$ cat config.mk
export PLATFORM = sky130hd
export DESIGN_NAME = apb_rr_master_arbiter
export DESIGN_NICKNAME = d
export VERILOG_FILES = /design/src/rtl/apb_rr_master_arbiter.sv
export SDC_FILE = /design/constraint.sdc
export NUM_CORES = 1
export LEC_CHECK = 0
export CAP_MARGIN = 20
export CELL_PAD_IN_SITES_DETAIL_PLACEMENT = 0
export CELL_PAD_IN_SITES_GLOBAL_PLACEMENT = 1
export CORE_MARGIN = 2
export CORE_UTILIZATION = 28
export CTS_CLUSTER_SIZE = 28
export DETAILED_ROUTE_END_ITERATION = 16
export GPL_ROUTABILITY_DRIVEN = 0
export PLACE_DENSITY_LB_ADDON = 0.1
export SETUP_SLACK_MARGIN = 0.02
export SLEW_MARGIN = 30
export SYNTH_ARGS = -nofsm -noshare
export SYNTH_HDL_FRONTEND = slang
export SYNTH_SLANG_ARGS = --single-unit
export TNS_END_PERCENT = 5
$ cat constraint.sdc
create_clock -name PCLK -period 3 [get_ports PCLK]
set_input_delay 0.45 -clock PCLK [delete_from_list [all_inputs] [get_ports PCLK]]
set_output_delay 0.45 -clock PCLK [all_outputs]
set_load 0.005 [all_outputs]
$ cat src/rtl/apb_rr_master_arbiter.sv
// Round-robin arbiter that shares one APB2 master port between NUM_REQ requesters,
// sequencing SETUP/ACCESS and returning read data or a timeout error to the owner.
module apb_rr_master_arbiter #(
  parameter int NUM_REQ    = 2,
  parameter int ADDR_WIDTH = 32,
  parameter int DATA_WIDTH = 32,
  parameter int TIMEOUT    = 16
) (
  input  logic                          PCLK,
  input  logic                          PRESETn,
  input  logic [NUM_REQ-1:0]            req_valid,
  input  logic [NUM_REQ-1:0]            req_write,
  input  logic [NUM_REQ*ADDR_WIDTH-1:0] req_addr,
  input  logic [NUM_REQ*DATA_WIDTH-1:0] req_wdata,
  output logic [NUM_REQ-1:0]            req_ready,
  output logic [NUM_REQ-1:0]            rsp_valid,
  output logic [DATA_WIDTH-1:0]         rsp_rdata,
  output logic                          rsp_err,
  output logic [ADDR_WIDTH-1:0]         PADDR,
  output logic                          PWRITE,
  output logic [DATA_WIDTH-1:0]         PWDATA,
  output logic                          PSELx,
  output logic                          PENABLE,
  input  logic                          PREADY,
  input  logic [DATA_WIDTH-1:0]         PRDATA
);

  localparam int PTR_W  = $clog2(NUM_REQ);
  localparam int TCNT_W = (TIMEOUT > 0) ? $clog2(TIMEOUT + 1) : 1;

  typedef enum logic [1:0] {IDLE, SETUP, ACCESS} state_t;

  state_t            state;
  logic [PTR_W-1:0]  rr_ptr;
  logic [PTR_W-1:0]  owner;
  logic [PTR_W-1:0]  win_idx;
  logic [PTR_W-1:0]  cand;
  logic              found;
  logic              accept_win;
  logic              accept;
  logic [TCNT_W-1:0] tcount;

  // Search starts just after the last winner and wraps, so the last winner ranks lowest.
  always_comb begin
    accept_win = (state == IDLE) || ((state == ACCESS) && PREADY);
    found      = 1'b0;
    win_idx    = '0;
    cand       = rr_ptr;
    for (int k = 0; k < NUM_REQ; k++) begin
      cand = (cand == PTR_W'(NUM_REQ - 1)) ? '0 : cand + PTR_W'(1);
      if (!found && req_valid[cand]) begin
        found   = 1'b1;
        win_idx = cand;
      end
    end
    accept    = accept_win && found;
    req_ready = '0;
    if (accept) req_ready[win_idx] = 1'b1;
  end

  always_ff @(posedge PCLK) begin
    if (!PRESETn) begin
      state     <= IDLE;
      rr_ptr    <= PTR_W'(NUM_REQ - 1);
      owner     <= '0;
      tcount    <= '0;
      PADDR     <= '0;
      PWRITE    <= 1'b0;
      PWDATA    <= '0;
      PSELx     <= 1'b0;
      PENABLE   <= 1'b0;
      rsp_valid <= '0;
      rsp_err   <= 1'b0;
      rsp_rdata <= '0;
    end else begin
      rsp_valid <= '0;
      rsp_err   <= 1'b0;
      if (accept) begin
        PADDR  <= req_addr[int'(win_idx)*ADDR_WIDTH +: ADDR_WIDTH];
        PWRITE <= req_write[win_idx];
        PWDATA <= req_wdata[int'(win_idx)*DATA_WIDTH +: DATA_WIDTH];
        owner  <= win_idx;
        rr_ptr <= win_idx;
      end
      unique case (state)
        IDLE: begin
          if (accept) begin
            state   <= SETUP;
            PSELx   <= 1'b1;
            PENABLE <= 1'b0;
          end
        end
        SETUP: begin
          state   <= ACCESS;
          PENABLE <= 1'b1;
          tcount  <= '0;
        end
        ACCESS: begin
          if (PREADY) begin
            rsp_valid[owner] <= 1'b1;
            rsp_rdata        <= PWRITE ? '0 : PRDATA;
            if (accept) begin
              state   <= SETUP;
              PENABLE <= 1'b0;
            end else begin
              state   <= IDLE;
              PSELx   <= 1'b0;
              PENABLE <= 1'b0;
            end
          end else if (TIMEOUT > 0) begin
            tcount <= tcount + TCNT_W'(1);
            // Abort on the cycle the count reaches TIMEOUT; never chain to SETUP.
            if (tcount == TCNT_W'(TIMEOUT - 1)) begin
              rsp_valid[owner] <= 1'b1;
              rsp_err          <= 1'b1;
              rsp_rdata        <= '0;
              state            <= IDLE;
              PSELx            <= 1'b0;
              PENABLE          <= 1'b0;
            end
          end
        end
        default: begin
          state   <= IDLE;
          PSELx   <= 1'b0;
          PENABLE <= 1'b0;
        end
      endcase
    end
  end

endmodule

==> out/qor.yml <==
sta:
  worst_pin_slew_ps: 780
  fin_worst_skew_ps: 10.0
  drv_slew: 0
  setup_viol: 0
  fmax_mhz: 409
  hold_violations: 0
  rsz0062_at_grt: "no"
  worst_slack_ps: 555
  slew_headroom_pct: 48.0
  tns_ps: 0
  period_needed_ps: 2440
  min_period_over_period_pct: 81.5
min_path:
  hp-class: "reg -> reg"
setup_path:
  cp.arrival_ps: 1990
  startpoint_type: "primary input"
  end_kind: "output pin"
  cp_max_fo: 5
  cp.required_ps: 2550
  path_class: "in -> out"
synth:
  yosysSeqAreaShare_pct: 46.1
  async_flop_share_pct: 0
  yosysWarnings: 0
  avgSynthCellArea_sq_um: 8.07
  synth_nets: 761
  ys_ff_latch: 110
  yosys_most_used_dff: "dfxtp_1"
  syn-cell-area_sq_um: 4780
  netlist_instances: 592
  synthDistinctLibCells: 38
  synth_edf_count: 0
floorplan:
  dieArea_sq_um: 18100
  coreArea_sq_um: 16600
  initial_core_util_pct: 28.7
  row_count: 47
  io_pins: 271
  die_w_microns: 135
  die_h_microns: 135
grt:
  grt_max_degree: 73
  antenna_found_initial: 0
  grt_pass1_vias: 5074
  track_usage_pct: 18.9
  grt_overflow: 0
  grt_pass1_wl_mm: 27.1
power_and_ir_drop:
  leakagePower_nw: 2.83
  max-vdd-ir-drop_mv: 0.252
  power_density_nw_per_um2: 480
placement:
  io_buffers: 270
  pre_cts_ws_ps: 543
  dp_hpwl_mm: 11.6
job:
  drv_cap: 0
cts:
  cts-root-buf: "clkbuf_16"
  tritoncts: "done"
  h-tree-depth: 3
  cts_buffer_depth: 2
  cts_hold_buf: 0
  numCtsBuffers: 9
  cts_sinks: 110
  cts_setup_buffers: 0
  clock_latency_ps: 350
  ctsResizeCount: 0
  path_clk_slew_ps: 70
cells_and_area:
  drive_gt1_share_pct: 4.46
  fin_nets: 993
  syn2layout_area_growth_pct: 65.0
  antennaDiodeCount: 0
route:
  vias_per_cell: 4.98
  drtIter0Drc: 333
  dr.pass1.iters: 5
  wl_per_cell_microns: 16.9
  vias: 5225
  routed_wl_mm: 17.7
  ant_nets: 0
  drcViolationCount: 0
run_status:
  status: "completed"
==> synthesized netlist by cell type, types with 3 or more instances <==
cell      instances  area share, %
nor2b_1           5           0.65
buf_4             6           0.94
o21bai_1          5           0.79
dfxtp_1         110             46
clkbuf_1         18            1.4
buf_6             6            1.4
a311oi_1         65             12
o21ai_0          36            3.8
buf_2            29            3.0
inv_1             3           0.24
nand3_1           5           0.52
nand2_1         163             13
a21oi_1         103             11
nor2_1            7           0.55
==> registers in the layout, indices dropped and copies added (netlist names) <==
name	count
tcount	5
PSELx	1
state	1
rsp_valid	2
PWRITE	1
owner	1
rr_ptr	1
PADDR	32
PWDATA	32
rsp_err	1
rsp_rdata	32
PENABLE	1
==> routing by layer <==
metal	vias to the layer above	share of wire [%]	global-route usage, %
met5	-	0	0
met4	0	1.7	6.55
met3	20	8.4	6.68
met2	173	49	32.6
met1	2468	41	21.8
li1	2564	-	-
==> worst paths after layout <==
check	start	endpoint	slack, ps	cells past startpoint
setup / recovery	req_valid[0]	req_ready[1]	560	5
hold / removal	owner	rsp_valid[0]	440	1
setup reg to reg	PENABLE	rsp_rdata[0]	830	4
hold reg to reg	owner	rsp_valid[0]	440	1
==> cell type report <==
cell class / instances / area [sq um]
fillers: 1611 / 8760
repair buffers: 282 / 2840
multi-input cells: 417 / 2240
flip-flops and latches: 110 / 2200
well taps: 220 / 275
clock buffers: 9 / 225
clock inverters: 7 / 73.8
inverters: 4 / 16.3
==> power by group <==
| part | internal (mW) | leakage, nW | switching (mW) |
|---|---|---|---|
| Sequential | 1.58 | 0.905 | 0.0741 |
| Clock | 0.652 | 0.146 | 0.575 |
| Combinational | 0.525 | 1.77 | 0.376 |
==> kinds of logic (layout without fill, tap and decap cells) <==
kind of cell / after synthesis / count (layout) / synth area share (%)
adder cells (fa/ha/maj): 2 / 2 / 0.524
buffers and inverters: 65 / 302 / 7.28
AND/OR/NAND/NOR: 198 / 198 / 17.3
AO/OA/AOI/OAI: 216 / 216 / 28.5
flip-flops: 110 / 110 / 46.1
multiplexers: 1 / 1 / 0.210
==> worst max-delay path, stage by stage <==
cell and delay [ps]:
clkdlybuf4s50_1 600, o21ba_2 200, nand3_1 130, inv_1 80, clkdlybuf4s50_1 530
==> cells in the final DEF, fill, tap and decap left out, types with 2 or more instances in the layout <==
cell type,n
clkdlybuf4s50_1,270
nand2_1,163
dfxtp_1,110
a21oi_1,103
a311oi_1,65
o21ai_0,36
clkbuf_16,9
buf_4,8
nor2_1,5
nand3_1,5
o21bai_1,5
nor2b_1,5
buf_12,4
inv_1,3
clkinv_2,3
and3_1,2
nand2b_1,2
nand3b_1,2
o21a_1,2
nor3b_1,2
ha_1,2
clkinv_4,2
==> through the flow <==
step           cell area (sq um)  power (mW)  utilization (%)  std cells  hold slack [ps]
3_5_place_dp                7580        2.59             45.5       1033              435
2_1_floorplan               4780        2.04                -        592              409
5_1_grt                     7880        3.97             47.3       1049              464
6_report                    7880        3.78             47.3       1049              441
4_1_cts                     7880        3.84             47.3       1049              446
3_3_place_gp                7580        2.59             45.5       1033              424
Power figures use the tool's default switching activity.
